===== config.mk =====
export PLATFORM = sky130hd
export DESIGN_NAME = ps2_key_tracker
export DESIGN_NICKNAME = d
export VERILOG_FILES = /design/src/rtl/ps2_key_tracker.sv
export SDC_FILE = /design/constraint.sdc
export NUM_CORES = 1
export LEC_CHECK = 0
export CORE_MARGIN = 2
export CORE_UTILIZATION = 35
export DETAILED_ROUTE_END_ITERATION = 8
export SYNTH_ARGS = -nofsm -noshare
export SYNTH_HDL_FRONTEND = slang
export SYNTH_SLANG_ARGS = --single-unit

===== constraint.sdc =====
create_clock -name clk -period 4.11 [get_ports clk]
set_input_delay 0.411 -clock clk [delete_from_list [all_inputs] [get_ports clk]]
set_output_delay 0.411 -clock clk [all_outputs]
set_load 0.05 [all_outputs]

===== src/rtl/ps2_key_tracker.sv =====
`timescale 1ns/1ps
`default_nettype none
// ============================================================================
// Module   : ps2_key_tracker
// Purpose  : PS/2 receiver with glitch filter, E0/F0 decode and held-key levels
// Revision : 1.0 - initial release
// ============================================================================
module ps2_key_tracker #(
  parameter int FILTER_LEN  = 8,
  parameter int TIMEOUT_CYC = 200_000
) (
  input  logic       clk,
  input  logic       rst,
  input  logic       ps2_clk,
  input  logic       ps2_data,
  input  logic       clr_held,
  output logic       key_valid,
  output logic [7:0] key_code,
  output logic       key_ext,
  output logic       key_release,
  output logic       frame_err,
  output logic [6:0] note_held,
  output logic [3:0] arrow_held,
  output logic       oct_up_held,
  output logic       oct_down_held
);

  localparam int c_filt_w = $clog2(FILTER_LEN + 1);
  localparam int c_to_w   = $clog2(TIMEOUT_CYC + 1);
  localparam logic [c_filt_w-1:0] c_filt_last = c_filt_w'(FILTER_LEN - 1);
  localparam logic [c_to_w-1:0]   c_to_last   = c_to_w'(TIMEOUT_CYC - 1);

  localparam logic [1:0] c_st_idle   = 2'd0;
  localparam logic [1:0] c_st_data   = 2'd1;
  localparam logic [1:0] c_st_parity = 2'd2;
  localparam logic [1:0] c_st_stop   = 2'd3;

  logic                r_clk_s1, r_clk_s2, r_dat_s1, r_dat_s2;
  logic                r_filt, r_filt_prev;
  logic [c_filt_w-1:0] r_filt_cnt;
  logic                w_fall;

  logic [1:0]          r_state, w_state_nxt;
  logic [2:0]          r_bit_cnt;
  logic [7:0]          r_shift;
  logic                r_par;
  logic [c_to_w-1:0]   r_to_cnt;
  logic                r_byte_ok;
  logic                w_timeout, w_shift_en, w_par_en, w_stop_ok, w_stop_bad;

  logic                r_ext, r_brk;
  logic                w_make;

  // Filtered clock only follows the synchronised line after FILTER_LEN disagreeing samples.
  always_ff @(posedge clk) begin
    if (rst) begin
      r_clk_s1    <= 1'b0;
      r_clk_s2    <= 1'b0;
      r_dat_s1    <= 1'b0;
      r_dat_s2    <= 1'b0;
      r_filt      <= 1'b0;
      r_filt_prev <= 1'b0;
      r_filt_cnt  <= '0;
    end else begin
      r_clk_s1    <= ps2_clk;
      r_clk_s2    <= r_clk_s1;
      r_dat_s1    <= ps2_data;
      r_dat_s2    <= r_dat_s1;
      r_filt_prev <= r_filt;
      if (r_clk_s2 == r_filt) begin
        r_filt_cnt <= '0;
      end else if (r_filt_cnt == c_filt_last) begin
        r_filt     <= r_clk_s2;
        r_filt_cnt <= '0;
      end else begin
        r_filt_cnt <= r_filt_cnt + c_filt_w'(1);
      end
    end
  end

  assign w_fall    = r_filt_prev & ~r_filt;
  assign w_timeout = (r_state != c_st_idle) && !w_fall && (r_to_cnt == c_to_last);

  always_ff @(posedge clk) begin
    if (rst) r_state <= c_st_idle;
    else     r_state <= w_state_nxt;
  end

  always_comb begin
    w_state_nxt = r_state;
    if (w_timeout) begin
      w_state_nxt = c_st_idle;
    end else if (w_fall) begin
      case (r_state)
        c_st_idle:   if (!r_dat_s2) w_state_nxt = c_st_data;
        c_st_data:   if (r_bit_cnt == 3'd7) w_state_nxt = c_st_parity;
        c_st_parity: w_state_nxt = c_st_stop;
        default:     w_state_nxt = c_st_idle;
      endcase
    end
  end

  always_comb begin
    w_shift_en = 1'b0;
    w_par_en   = 1'b0;
    w_stop_ok  = 1'b0;
    w_stop_bad = 1'b0;
    if (w_fall) begin
      case (r_state)
        c_st_data:   w_shift_en = 1'b1;
        c_st_parity: w_par_en   = 1'b1;
        c_st_stop: begin
          w_stop_ok  = r_dat_s2 & (^{r_shift, r_par});
          w_stop_bad = ~(r_dat_s2 & (^{r_shift, r_par}));
        end
        default: ;
      endcase
    end
  end

  always_ff @(posedge clk) begin
    if (rst) begin
      r_bit_cnt <= '0;
      r_shift   <= '0;
      r_par     <= 1'b0;
      r_to_cnt  <= '0;
      r_byte_ok <= 1'b0;
      frame_err <= 1'b0;
    end else begin
      r_byte_ok <= w_stop_ok;
      frame_err <= w_stop_bad | w_timeout;
      if (w_fall || r_state == c_st_idle) r_to_cnt <= '0;
      else                                r_to_cnt <= r_to_cnt + c_to_w'(1);
      if (r_state == c_st_idle) r_bit_cnt <= '0;
      else if (w_shift_en)      r_bit_cnt <= r_bit_cnt + 3'd1;
      if (w_shift_en) r_shift <= {r_dat_s2, r_shift[7:1]};
      if (w_par_en)   r_par   <= r_dat_s2;
    end
  end

  // r_shift is stable during r_byte_ok: the FSM is back in IDLE and cannot shift yet.
  always_ff @(posedge clk) begin
    if (rst) begin
      r_ext       <= 1'b0;
      r_brk       <= 1'b0;
      key_valid   <= 1'b0;
      key_code    <= '0;
      key_ext     <= 1'b0;
      key_release <= 1'b0;
    end else begin
      key_valid <= 1'b0;
      if (frame_err) begin
        r_ext <= 1'b0;
        r_brk <= 1'b0;
      end else if (r_byte_ok) begin
        case (r_shift)
          8'hE0: r_ext <= 1'b1;
          8'hF0: r_brk <= 1'b1;
          8'hE1: begin end
          8'hAA, 8'hFA, 8'hEE, 8'hFE: begin
            r_ext <= 1'b0;
            r_brk <= 1'b0;
          end
          default: begin
            key_valid   <= 1'b1;
            key_code    <= r_shift;
            key_ext     <= r_ext;
            key_release <= r_brk;
            r_ext       <= 1'b0;
            r_brk       <= 1'b0;
          end
        endcase
      end
    end
  end

  assign w_make = ~key_release;

  always_ff @(posedge clk) begin
    if (rst || clr_held) begin
      note_held     <= '0;
      arrow_held    <= '0;
      oct_up_held   <= 1'b0;
      oct_down_held <= 1'b0;
    end else if (key_valid) begin
      if (!key_ext) begin
        case (key_code)
          8'h16:   note_held[0]  <= w_make;
          8'h1E:   note_held[1]  <= w_make;
          8'h26:   note_held[2]  <= w_make;
          8'h25:   note_held[3]  <= w_make;
          8'h2E:   note_held[4]  <= w_make;
          8'h36:   note_held[5]  <= w_make;
          8'h3D:   note_held[6]  <= w_make;
          8'h55:   oct_up_held   <= w_make;
          8'h4E:   oct_down_held <= w_make;
          default: ;
        endcase
      end else begin
        case (key_code)
          8'h75:   arrow_held[0] <= w_make;
          8'h72:   arrow_held[1] <= w_make;
          8'h6B:   arrow_held[2] <= w_make;
          8'h74:   arrow_held[3] <= w_make;
          default: ;
        endcase
      end
    end
  end

endmodule
`default_nettype wire


After elaboration in Yosys (flattened, before gate mapping)
Cells that the tools add are included.
{"block": "totals", "ff_bits": 70, "in_bits": 5, "out_inout_bits": 25, "word_cells": 128}
{"block": "op_classes", "n_addsub": 3, "eq_ne": 29, "muxes": 12, "bitwise_logic": 15, "n_reduce_logical": 36}
{"cell": "== test 8 bit, second input constant", "n": 7}
{"cell": "== test 8 x 7 -> 1 bit, second input constant", "n": 6}
{"cell": "AND reduction 3 bit", "n": 15}
{"cell": "== test 8 x 6 -> 1 bit, second input constant", "n": 5}
{"cell": "adder 18 x 1 -> 18 bit, second input constant", "n": 1}
{"cell": "== test 18 bit, second input constant", "n": 1}
{"cell": "== test 8 x 5 -> 1 bit, second input constant", "n": 2}
{"cell": "inverter 1 bit", "n": 12}
{"cell": "OR reduction 2 bit", "n": 6}
{"cell": "OR reduction 3 bit", "n": 3}
{"cell": "parity 9 bit", "n": 1}
{"cell": "two-way mux 1 bit", "n": 7}
{"cell": "OR reduction 7 bit", "n": 1}
{"cell": "one-hot mux 2 bit (3 select lines)", "n": 1}
{"cell": "AND reduction 2 bit", "n": 3}
{"cell": "adder 4 x 1 -> 4 bit, second input constant", "n": 1}
{"cell": "== test 2 bit, second input constant", "n": 2}
{"cell": "== test 4 x 3 -> 1 bit, second input constant", "n": 1}
{"cell": "two-way mux 2 bit", "n": 2}
{"cell": "!= test 2 bit, second input constant", "n": 2}
{"cell": "one-hot mux 1 bit (2 select lines)", "n": 2}
{"cell": "adder 3 x 1 -> 3 bit, second input constant", "n": 1}
{"cell": "== test 3 bit, second input constant", "n": 1}
{"cell": "AND 1 bit", "n": 2}
{"cell": "other kinds (8)", "n": 10}

Logic depth before layout (Yosys ltp)
{"block": "logic_depth", "depth_word": 6, "ltp_mapped": 6, "mapped_depth_nobuf": 6}

Least setup slack after synthesis
Ideal clock, no wire load.
{"block": "synth_path", "kind": "reg2reg", "from": "register key_valid", "to": "register note_held[1]", "setup_time_ns": 0.086, "t_arrival_ns": 1.770, "required_ns": 4.024, "setup_slack_ns": 2.254, "stages_incl_launch_ff": 5, "n_path_buf": 0, "synth_period_minus_slack_ns": 1.856, "cell_sequence": "dfxtp_1 > or4b_1 > nor4b_1 > nor2_1 > a211oi_1"}
{"block": "synth_via", "elab_chain_len": 1}
{"element": "start: declaration", "line": "17", "text": "output logic key_valid,"}
{"element": "start signal: assignment", "line": "146", "text": "key_valid <= 1'b0;"}
{"element": "start signal: assignment", "line": "151", "text": "key_valid <= 1'b0;"}
{"element": "start signal: assignment", "line": "165", "text": "key_valid <= 1'b1;"}
{"element": "AND reduction 3 bit (no line)"}
{"element": "end signal: assignment", "line": "189", "text": "8'h1E: note_held[1] <= w_make;"}
{"element": "end: declaration", "line": "22", "text": "output logic [6:0] note_held,"}
No other way between the ends.
A chain may end at the register's enable or synchronous reset.

Final worst setup path
{"block": "layout_path", "from": "register r_shift[4]", "to": "register key_release"}
{"block": "layout_via", "elab_chain_len": 4, "elab_cells_between_ends": 10, "classes_between": "eq/ne: 7; bitwise: 1; reduce/logical: 2"}
{"element": "start: declaration", "line": "45", "text": "logic [7:0] r_shift;"}
{"element": "start signal: assignment", "line": "136", "text": "if (w_shift_en) r_shift <= {r_dat_s2, r_shift[7:1]};"}
{"element": "== test 8 bit", "line": "156", "text": "case (r_shift)"}
{"element": "OR reduction 7 bit (no line) (*)"}
{"element": "inverter 1 bit (no line) (*)"}
{"element": "AND reduction 3 bit (no line) (*)"}
{"element": "end signal: assignment", "line": "168", "text": "key_release <= r_brk;"}
{"element": "end: declaration", "line": "20", "text": "output logic key_release,"}
Every way passes the cells marked *; elsewhere a longest branch is shown, timed or not.

==> flow_metrics.py <==
metrics = {
    "synth": {
        "synth.distinct_cells": 49,
        "syn_inst": 347,
        "synthesis.area_um2": 3190,
        "synth_edf_count": 0,
        "synth_nets": 360,
        "async_reset_ff_share_pct": 0,
        "synthFlopType": "dfxtp_1",
        "ys_seq_area_share_pct": 44.0,
        "syn_avg_cell_area_um2": 9.18,
        "ys_ff_latch": 70,
        "yosys_warnings": 0,
    },
    "placed_design": {
        "gp_congestion": 0.801,
        "hpwl_um": 4360,
        "port_buffers": 29,
    },
    "detailed_routing": {
        "via_count": 2511,
        "wl_um": 6340,
        "drtPass1Iterations": 5,
        "drc": 0,
        "wl_per_cell_um": 13.1,
        "vias_per_cell": 5.18,
        "ant_nets": 0,
        "initialDrtViolationCount": 104,
    },
    "finish": {
        "final_util_pct": 42.4,
        "nNetsFinal": 385,
        "syn_to_final_growth_pct": 16.8,
        "drive_gt1_share_pct": 6.63,
        "diodes": 0,
    },
    "floorplanning": {
        "io_pins": 30,
        "die_h_um": 99.4,
        "core_um2": 8760,
        "initial_core_util_pct": 36.4,
        "fp.dieW_um": 99.4,
        "dieArea_um2": 9880,
        "rows": 34,
    },
    "global_route": {
        "grt_pass1_vias": 2367,
        "grt_start_max_net_pins": 40,
        "grtUsageTotal_pct": 13.5,
        "gr-total-overflow": 0,
        "grt_first_pass_wirelength_um": 10800,
        "antenna_found_initial": 0,
    },
    "sta": {
        "slew_violations": 0,
        "worst_slew_pin_slew_ps": 1220,
        "final-setup-viol-count": 0,
        "holdWs_ps": 449,
        "setup_tns_ps": 0,
        "finalCriticalPeriod_ps": 2320,
        "fin_worst_skew_ps": 12.2,
        "final-hold-violation-count": 0,
        "max_freq_mhz": 431,
        "rsz0062_at_grt": "no",
        "fin_crit_sh_pct": 56.4,
        "slew_headroom_pct": 17.9,
    },
    "critical_path": {
        "path_delay_family": "compound AO/OA/AOI/OAI gates",
        "endpoint_kind": "flip-flop",
        "cp_num_buf_inv": 0,
        "crit_path_start_kind": "flip-flop",
        "crit_fanout": 11,
        "crit_arrival_ps": 2590,
        "cp_data_required_time_ps": 4380,
        "path_class": "reg -> reg",
        "path_cells": "or3_1 -> a211oi_1 -> o21ai_0 -> a21oi_1",
        "max_stage_delay_ps": 1020,
        "cpMaxStageDelayCell": "a211oi_1",
    },
    "cts": {
        "clk_latency_ps": 350,
        "cts.clk_slew.worst_paths_ps": 80,
        "cts.htree.levels": 3,
        "hold_buffers": 0,
        "cts_resized": 0,
        "cts_tree": "built",
        "clkSinkCount": 70,
        "numCtsBuffers": 9,
        "cts_buffer_depth": 2,
        "root_buffer": "clkbuf_8",
        "postCtsSetupRepairBufs": 0,
    },
    "pwr": {
        "peakVddDrop_mv": 0.178,
        "p_leak_nw": 1.28,
        "powerDensity_nw_per_um2": 321,
        "switching_share_pct": 23.8,
        "p_seq_share_pct": 57.1,
        "clkPwrFrac_pct": 41.6,
        "combPwrFrac_pct": 1.3,
        "p_int_uw": 909,
        "netSwitchingPower_uw": 284,
    },
    "run": {
        "maxCapViolations": 0,
    },
    "min_path": {
        "min_path_type": "reg -> reg",
    },
    "outcome": {
        "status": "finished, final reports clean",
    },
}
[cells in the mapped netlist (9+ instances only)]
cell type	number	area share, %
dfxtp_1	70	44
xnor2_1	13	3.6
nor2_1	44	5.2
mux2i_1	19	6.0
inv_1	10	1.2
nand3_1	17	2.7
a211oi_1	9	2.1
nand2_1	16	1.9
a21oi_1	18	2.8
nor3_1	9	1.4
o21ai_1	9	1.4
[flip-flops by register name, summed over array words and instances (netlist names), 2 cells and up]
| name | cells |
|---|---|
| r_to_cnt | 18 |
| key_code | 8 |
| r_shift | 8 |
| note_held | 7 |
| arrow_held | 4 |
| r_filt_cnt | 4 |
| r_bit_cnt | 3 |
| r_state | 2 |
[path summary, 6_finish.rpt]
path / startpoint / endpoint / slack (ps) / depth (start not counted)
max: r_shift[4] / key_release / 1790 / 4
min: r_filt_cnt[0] / r_filt_cnt[0] / 450 / 1
max reg2reg: r_shift[4] / key_release / 1790 / 4
min reg2reg: r_filt_cnt[0] / r_filt_cnt[0] / 450 / 1
[cells by family after synthesis]
kind of cell               share of synthesized area [%]
AOI/OAI and AO/OA                                   11.2
xor gates and xnor gates                            6.64
adders and majority gates                           3.14
buffers and inverters                               3.46
DFF                                                 44.0
muxes                                               5.97
and+or+nand+nor                                     25.6
[through the flow]
| step | std cells | setup slack [ps] | instance area, um^2 | power, mW |
|---|---|---|---|---|
| after floorplan | 347 | 2250 | 3190 | 0.706 |
| after global placement | 469 | 1940 | 3550 | 0.712 |
| after detailed placement | 469 | 1890 | 3550 | 0.712 |
| after CTS | 485 | 1860 | 3720 | 1.21 |
| after global routing | 485 | 1580 | 3720 | 1.24 |
| final | 485 | 1790 | 3720 | 1.19 |
[power by group through the flow]
stage	logic (mW)	registers [mW]	clock network, mW
floorplan	0.00930	0.696	0
global placement	0.0155	0.697	0
detailed placement	0.0154	0.697	0
CTS	0.0155	0.681	0.515
global route	0.0169	0.681	0.540
finish	0.0154	0.681	0.497
[final cells by class]
class                      instances  area (um^2)
fill                             895         5040
multi-input combinational        251         1670
sequential                        70         1400
timing repair buffer              30          298
tap                              108          135
clock buffer                      10          128
clock inverter                     6         46.3
inverter                          10         37.5
[cells in the final DEF (no fill, tap or decap), types with 8 or more instances in the layout]
master,n
nor4_1,8
nor2_1,44
ha_1,8
nor3_1,9
a21oi_1,18
mux2i_1,19
clkdlybuf4s50_1,29
nand2_1,16
xnor2_1,13
dfxtp_1,70
inv_1,10
nand3_1,17
a211oi_1,9
clkbuf_8,9
o21ai_1,9
[worst reg2reg max path, cell delays in order, from the launching register on]
cell and delay [ps]:
dfxtp_1 410, or3_1 400, a211oi_1 1020, o21ai_0 230, a21oi_1 190
[layer usage]
metal | GRT usage, % | vias to the layer above | wire (um)
met2 | 21.2 | 37 | 2920
met3 | 4.22 | 8 | 245
met4 | 4.95 | 0 | 87
met1 | 17.5 | 1168 | 3090
li1 | - | 1298 | -
met5 | 0 | - | 0
Power figures use the tool's default switching activity.
